**config.mk**
```make
export PLATFORM = sky130hd
export DESIGN_NAME = audio_mode_mux
export DESIGN_NICKNAME = d
export VERILOG_FILES = /design/src/rtl/audio_mix_pkg.sv /design/src/rtl/gain_scaler.sv /design/src/rtl/audio_mode_mux.sv
export SDC_FILE = /design/constraint.sdc
export NUM_CORES = 1
export LEC_CHECK = 0
export CAP_MARGIN = 10
export CORE_ASPECT_RATIO = 2
export CORE_MARGIN = 8
export CORE_UTILIZATION = 57
export DETAILED_ROUTE_END_ITERATION = 10
export PLACE_DENSITY = 0.84
export SYNTH_ARGS = -nofsm -noshare
export SYNTH_HDL_FRONTEND = slang
export SYNTH_HIERARCHICAL = 1
export SYNTH_SLANG_ARGS = --single-unit
export TNS_END_PERCENT = 1
```
**constraint.sdc**
```tcl
create_clock -name mclk -period 10.4 [get_ports mclk]
set_input_delay 1.56 -clock mclk [delete_from_list [all_inputs] [get_ports mclk]]
set_output_delay 1.56 -clock mclk [all_outputs]
set_load 0.05 [all_outputs]
```
**src/rtl/audio_mix_pkg.sv**
```systemverilog
// Shared types and helpers for the click-free audio source selector:
// FSM state encoding, gain sizing and mute-request decoding.
package audio_mix_pkg;

   typedef enum logic [1:0] {
      RUN      = 2'd0,
      FADE_OUT = 2'd1,
      FADE_IN  = 2'd2,
      MUTED    = 2'd3
   } mix_state_t;

   localparam int DEF_RAMP_LOG2 = 6;
   localparam int DEF_GAIN_W    = DEF_RAMP_LOG2 + 1;

   // Gain counts 0..2^ramp_log2 inclusive, so it needs one bit more than the ramp exponent.
   function automatic int gain_width(input int ramp_log2);
      return ramp_log2 + 1;
   endfunction

   function automatic int gain_full(input int ramp_log2);
      return 1 << ramp_log2;
   endfunction

   // Any select value outside the source range is treated as a mute request.
   function automatic logic req_is_mute(input logic mute, input int unsigned sel,
                                        input int unsigned n_src);
      return mute || (sel >= n_src);
   endfunction

endpackage

```
**src/rtl/gain_scaler.sv**
```systemverilog
// One channel of gain application: signed sample times unsigned gain,
// arithmetic shift right by RAMP_LOG2, truncated back to DATA_W.
module gain_scaler
   import audio_mix_pkg::*;
#(
   parameter int DATA_W    = 24,
   parameter int RAMP_LOG2 = 6
) (
   input  logic signed [DATA_W-1:0]      i_sample,
   input  logic [RAMP_LOG2:0]            i_gain,
   output logic [DATA_W-1:0]             o_scaled
);

   // |sample| * 2^RAMP_LOG2 always fits in DATA_W+RAMP_LOG2 signed bits, so the
   // modular product at this width is exact.
   localparam int PW = DATA_W + RAMP_LOG2;

   logic signed [PW-1:0] w_sample_x;
   logic signed [PW-1:0] w_gain_x;
   logic signed [PW-1:0] w_prod;

   assign w_sample_x = PW'(i_sample);
   assign w_gain_x   = PW'(i_gain);
   assign w_prod     = w_sample_x * w_gain_x;
   assign o_scaled   = DATA_W'(w_prod >>> RAMP_LOG2);

endmodule

```
**src/rtl/audio_mode_mux.sv**
```systemverilog
// Click-free output source selector: ramps gain to zero on a source change
// or mute, swaps the routed source, then ramps back up. Advances once per sample strobe.
module audio_mode_mux
   import audio_mix_pkg::*;
#(
   parameter int DATA_W    = 24,
   parameter int N_SRC     = 4,
   parameter int N_CH      = 2,
   parameter int RAMP_LOG2 = 6,
   parameter int SEL_W     = $clog2(N_SRC + 1)
) (
   input  logic                                   mclk,
   input  logic                                   reset,
   input  logic                                   next_lrclk_fall,
   input  logic [SEL_W-1:0]                       i_sel,
   input  logic                                   i_mute,
   input  logic [N_SRC-1:0][N_CH-1:0][DATA_W-1:0] i_src,
   output logic [N_CH-1:0][DATA_W-1:0]            o_data,
   output logic [SEL_W-1:0]                       o_active_sel,
   output logic                                   o_busy,
   output logic [1:0]                             o_dbg_state
);

   localparam int                GAIN_W = gain_width(RAMP_LOG2);
   localparam logic [GAIN_W-1:0] G_FULL = GAIN_W'(gain_full(RAMP_LOG2));
   localparam logic [SEL_W-1:0]  SEL_MUTE = SEL_W'(N_SRC);

   mix_state_t                  r_state;
   logic [GAIN_W-1:0]           r_gain;
   logic [SEL_W-1:0]            r_active;
   logic [SEL_W-1:0]            r_target;
   logic [N_CH-1:0][DATA_W-1:0] r_data;

   mix_state_t                  w_state_nxt;
   logic [GAIN_W-1:0]           w_gain_nxt;
   logic [SEL_W-1:0]            w_active_nxt;
   logic [SEL_W-1:0]            w_target_nxt;
   logic                        w_req_mute;
   logic                        w_leave;
   logic                        w_land;
   logic [N_CH-1:0][DATA_W-1:0] w_src;
   logic [N_CH-1:0][DATA_W-1:0] w_scaled;

   always_ff @(posedge mclk) begin
      if (reset) begin
         r_state  <= MUTED;
         r_gain   <= '0;
         r_active <= '0;
         r_target <= '0;
         r_data   <= '0;
      end else begin
         r_state  <= w_state_nxt;
         r_gain   <= w_gain_nxt;
         r_active <= w_active_nxt;
         r_target <= w_target_nxt;
         if (next_lrclk_fall)
            r_data <= w_scaled;
      end
   end

   always_comb begin
      w_state_nxt  = r_state;
      w_gain_nxt   = r_gain;
      w_active_nxt = r_active;
      w_target_nxt = r_target;
      w_leave      = 1'b0;
      w_land       = 1'b0;
      w_req_mute   = req_is_mute(i_mute, 32'(i_sel), 32'(N_SRC));
      if (next_lrclk_fall) begin
         w_target_nxt = w_req_mute ? SEL_MUTE : i_sel;
         w_leave      = w_req_mute || (i_sel != r_active);
         case (r_state)
            RUN: begin
               if (w_leave) begin
                  w_gain_nxt  = G_FULL - GAIN_W'(1);
                  w_state_nxt = FADE_OUT;
               end
            end
            FADE_OUT: begin
               w_gain_nxt = r_gain - GAIN_W'(1);
               w_land     = (w_gain_nxt == '0);
            end
            FADE_IN: begin
               // Reversing mid-ramp continues downward from the current gain, so no step.
               if (w_leave) begin
                  w_gain_nxt  = r_gain - GAIN_W'(1);
                  w_state_nxt = FADE_OUT;
                  w_land      = (w_gain_nxt == '0);
               end else begin
                  w_gain_nxt = r_gain + GAIN_W'(1);
                  if (w_gain_nxt == G_FULL)
                     w_state_nxt = RUN;
               end
            end
            MUTED: begin
               if (!w_req_mute) begin
                  w_active_nxt = i_sel;
                  w_gain_nxt   = GAIN_W'(1);
                  w_state_nxt  = FADE_IN;
               end
            end
            default: w_state_nxt = MUTED;
         endcase
         // At silence the newest request decides where to go next.
         if (w_land) begin
            if (w_target_nxt == SEL_MUTE) begin
               w_state_nxt = MUTED;
            end else begin
               w_active_nxt = w_target_nxt;
               w_state_nxt  = FADE_IN;
            end
         end
      end
   end

   always_comb begin
      w_src = '0;
      for (int s = 0; s < N_SRC; s++) begin
         if (w_active_nxt == SEL_W'(s))
            w_src = i_src[s];
      end
   end

   for (genvar ch = 0; ch < N_CH; ch++) begin : g_ch
      gain_scaler #(
         .DATA_W    (DATA_W),
         .RAMP_LOG2 (RAMP_LOG2)
      ) u_gain_scaler (
         .i_sample (w_src[ch]),
         .i_gain   (w_gain_nxt),
         .o_scaled (w_scaled[ch])
      );
   end

   assign o_data       = r_data;
   assign o_active_sel = r_active;
   assign o_busy       = (r_state != RUN);
   assign o_dbg_state  = r_state;

endmodule

```
After elaboration in Yosys (flattened, before gate mapping)
Index checks and enable logic that the tools add are counted.
Widths: inputs -> output; s select.
- register bits after elaboration: 60
- input bits: 199
- word-level logic and storage cells: 55
- $add $sub $neg: 2
- multipliers: 2
- $lt $le $gt $ge: 1
- equal/unequal tests: 12
- multiplexer cells: 25
- reductions and logical operators: 8
- operators by type and width (cell ; number):
    $mux 48 ; 4
    $mul 24x8->30 ; 2
    $mux 7 ; 4
    $pmux 7 s4 ; 1
    $mux 3 ; 6
    $mux 2 ; 5
    $add 7x1->7 const B ; 1
    $eq 7x7->1 const B ; 1
    $logic_not 7->1 ; 1
    $sub 7x1->7 const B ; 1
    $eq 3x2->1 const B ; 2
    $ne 3x3->1 const B ; 2
    $pmux 2 s3 ; 1
    $reduce_and 5->1 ; 1
    $eq 2x2->1 const B ; 2
    $ne 4x4->1 const B ; 1
    $reduce_bool 4->1 ; 1
    $eq 3x1->1 const B ; 1
    $eq 3x3->1 const B ; 1
    $ge 3x3->1 const B ; 1
    $logic_not 3->1 ; 1
    $mux 1 ; 3
    $ne 3x3->1 ; 1
    $eq 2x1->1 const B ; 1
    4 further kinds ; 5

Logic depth before layout (Yosys ltp)
- word-level depth: 14
- depth in mapped cells: 29

Hierarchy
The synthesis kept the hierarchy.
- by module, submodules not included (module ; instances ; cells each ; area an instance (µm²)):
    gain_scaler (g_ch[1].u_gain_scaler) ; 1 ; 654 ; 5790.6
    gain_scaler (g_ch[0].u_gain_scaler) ; 1 ; 658 ; 5750.5
    audio_mode_mux ; 1 ; 473 ; 4202.8

Worst setup path after synthesis
Ideal clock, no wire load.
- path type: input-to-reg
- start: input port i_sel[1]
- end: register r_data, in the netlist o_data[23]
- arrival: 7610 ps
- required time: 10272 ps
- path slack: 2662 ps
- stages on the path: 26
- cell sequence: xnor2_1 > a41oi_1 > nor4b_4 > o211ai_4 > mux2_4 > buf_6 > nand2b_4 > buf_6 > o21ai_1 > nand2_1 > fa_1 > inv_1 > fa_1 > fa_1 > inv_1 > fa_1 > inv_1 > ha_1 > a21o_1 > a21o_1 > a21oi_2 > o21ai_1 > a221oi_2 > xnor2_1 > mux2i_1 > nor2_1
- RTL lines (item ; line ; source):
    from (decl) ; audio_mode_mux.sv:15 ; input logic [SEL_W-1:0] i_sel,
    to (signal assigned) ; audio_mode_mux.sv:57 ; r_data <= w_scaled;
    to (decl) ; audio_mode_mux.sv:32 ; logic [N_CH-1:0][DATA_W-1:0] r_data;

==> impl_metrics.toml <==
[status]
status = "completed"

[yosys]
synth_cell_types = 77
ys_seq_area_share_pct = 7.63
syn_inst = 1785
synth_area_per_cell_um2 = 8.82
post-synth-top-count-cell = "inv_1"
synthFlopType = "dfxtp_1"
ys_seq_elements = 60
syn_nets = 2346
yosysWarnings = 6
synth_edf_count = 0
yosysTopAreaCellShare_pct = 30.5
syn_area_um2 = 15700
synth.area.top_cells = "fa_1, and2_1, ha_1, mux2i_1, dfxtp_1"
ys_async_sr_fraction_pct = 0
synthTopCellsByCount = "inv_1, and2_1, fa_1, mux2i_1, ha_1"
synth_top_area_cell = "fa_1"

[place]
dpl_worst_slack_ns = 1.06
globalplace.congestion = 0.908
portBuffers = 252
dp_cells = 2339
dpl.hpwl_um = 36800

[cts]
hold_buffers = 0
clk_pin_slew_ns = 0.05
post_cts.repair.setup_buffers = 0
clockRootBuffer = "clkbuf_16"
clock_latency_ns = 0.37
cts_resized = 0
cts_buffers = 9
htreeDepth = 3
ctsLongestPathBuffers = 2
cts.sink_count = 60
cts_tree = "yes"

[global_route]
grt_pass1_wl_um = 75100
grt_start_max_net_pins = 61
antenna_found_initial = 0
grt_pass1_vias = 14772
track_usage_pct = 27.9
grt.overflow.total = 0

[route]
vias_per_cell = 5.82
drt_first_iter_violations = 878
first_pass_iters = 5
wl_per_cell_um = 19.5
vias = 13697
ant_nets = 0
drc = 0
routed_wl_um = 46000

[critical_path]
cp_top_family = "adder cells"
required_ns = 10.62
path_class = "in2reg"
critical-path-max-stage-delay_ns = 0.83
path_buf_inv = 5
crit_top_cell = "fa_1"
end_kind = "flip-flop"
arrival_ns = 9.28
critPathLaunchType = "input port"
cp_max_fo = 32
slowest_stage = "o21ai_0"

[sta]
setup_slack_ns = 1.34
min_period_ns = 9.06
finalHoldViolCount = 0
slew_headroom_pct = 22.0
fin_crit_sh_pct = 87.1
finalSetupViolCount = 0
hold_slack_ns = 0.493
max_freq_mhz = 110
skew_ns = 0.0113
rsz0062_at_grt = "false"
worst_pin_slew_ns = 1.17
fin_setup_tns_ns = 0
final-max-slew-violation-count = 0

[floorplanning]
io_pins = 253
die_y_um = 251
dieArea_um2 = 33500
coreArea_um2 = 27300
rows = 86
start_util_pct = 57.6
die_w_um = 134

[power]
p_total_mw = 5.19
switching_share_pct = 54.7
power_density_nw_per_um2 = 275
p_int_mw = 2.35
power.share.clock_pct = 6.1
p_sw_mw = 2.83
p_seq_share_pct = 6.5
ir_drop_mv = 0.279
p_leak_nw = 8.99
combPwrFrac_pct = 87.4

[layout]
syn2layout_area_growth_pct = 19.8
layout-drive-gt1-share_pct = 4.89
nNetsFinal = 2559
diodes = 0
final_cells = 2355

[job]
drv_cap = 0

[worst_hold_path]
hold_class = "reg2reg"
-- stage by stage --
step / area [um2] / utilization [%]
final: 18900 / 69.0
after detailed placement: 18600 / 67.9
after floorplan: 15700 / -
after global routing: 18900 / 69.0
after CTS: 18900 / 69.0
after global placement: 18600 / 67.9
-- power groups by stage --
stage               clock, mW  sequential, mW  combinational [mW]
floorplan                   0           0.522                3.21
global placement            0           0.345                4.39
detailed placement          0           0.344                4.46
CTS                     0.323           0.340                4.51
global route            0.333           0.347                5.01
finish                  0.315           0.339                4.53
-- state kept, by name (all words and copies together) (netlist names) --
signal and flops:
o_data 48, o_active_sel 3, o_dbg_state 2, r_gain 7
-- layout make-up --
cell class,count,area (um2)
multi-input combinational,1377,13200
inverter,280,1050
tap,352,440
clock buffer,12,256
fill,2203,8470
timing repair buffer,270,2660
clock inverter,4,47.5
sequential,60,1200
-- worst reg2reg max path, cell delays in order, from the launching register on --
cell	delay (ns)
dfxtp_1	0.42
inv_1	0.17
ha_1	0.25
or3b_4	0.43
o31a_1	0.32
nor4b_4	0.45
o211ai_4	0.20
mux2_4	0.57
nand2b_4	0.39
o21ai_0	0.83
nand2_1	0.29
fa_1	0.61
inv_1	0.09
fa_1	0.50
inv_1	0.06
fa_1	0.49
inv_1	0.05
fa_1	0.44
ha_1	0.37
and4_1	0.25
and3_2	0.21
nor2b_1	0.13
a211o_1	0.28
a31oi_1	0.18
xnor2_1	0.09
mux2i_1	0.15
nor2_1	0.05
-- cells by family (layout without fill, tap and decap cells) --
kind of cell | after synthesis | count (layout) | synth area share, %
multiplexers | 133 | 133 | 8.49
adder cells (fa/ha/maj) | 362 | 362 | 40.2
buffers and inverters | 348 | 566 | 8.88
AO/OA/AOI/OAI | 263 | 263 | 12.0
flip-flops | 60 | 60 | 7.63
AND/OR/NAND/NOR | 556 | 556 | 19.3
XOR/XNOR | 63 | 63 | 3.50
-- cells in the final DEF (no fill, tap or decap), drive strengths merged, types with 18 or more instances in the layout --
cell type,count
a21o,18
a21oi,48
a22oi,22
and2,264
buf,20
clkdlybuf4s50,250
dfxtp,60
fa,240
ha,122
inv,280
mux2i,132
nand2,115
nor2,82
o21ai,58
o22ai,33
xnor2,44
xor2,19
-- worst paths after layout --
path                            startpoint         end  slack, ns  depth (start not counted)
worst min-delay path             o_data[7]   o_data[7]       0.49                          2
worst max register to register   r_gain[0]  o_data[47]       2.03                         26
worst min register to register   o_data[7]   o_data[7]       0.49                          2
worst max-delay path              i_sel[1]  o_data[47]       1.34                         26
-- layer usage --
| metal | vias up | part of all wire [%] | GRT usage [%] |
|---|---|---|---|
| li1 | 6236 | - | - |
| met1 | 6714 | 38 | 32.2 |
| met2 | 640 | 50 | 48.7 |
| met3 | 107 | 7.4 | 5.30 |
| met4 | 0 | 4.0 | 12.7 |
| met5 | - | 0 | 0 |
Power figures use the tool's default switching activity.
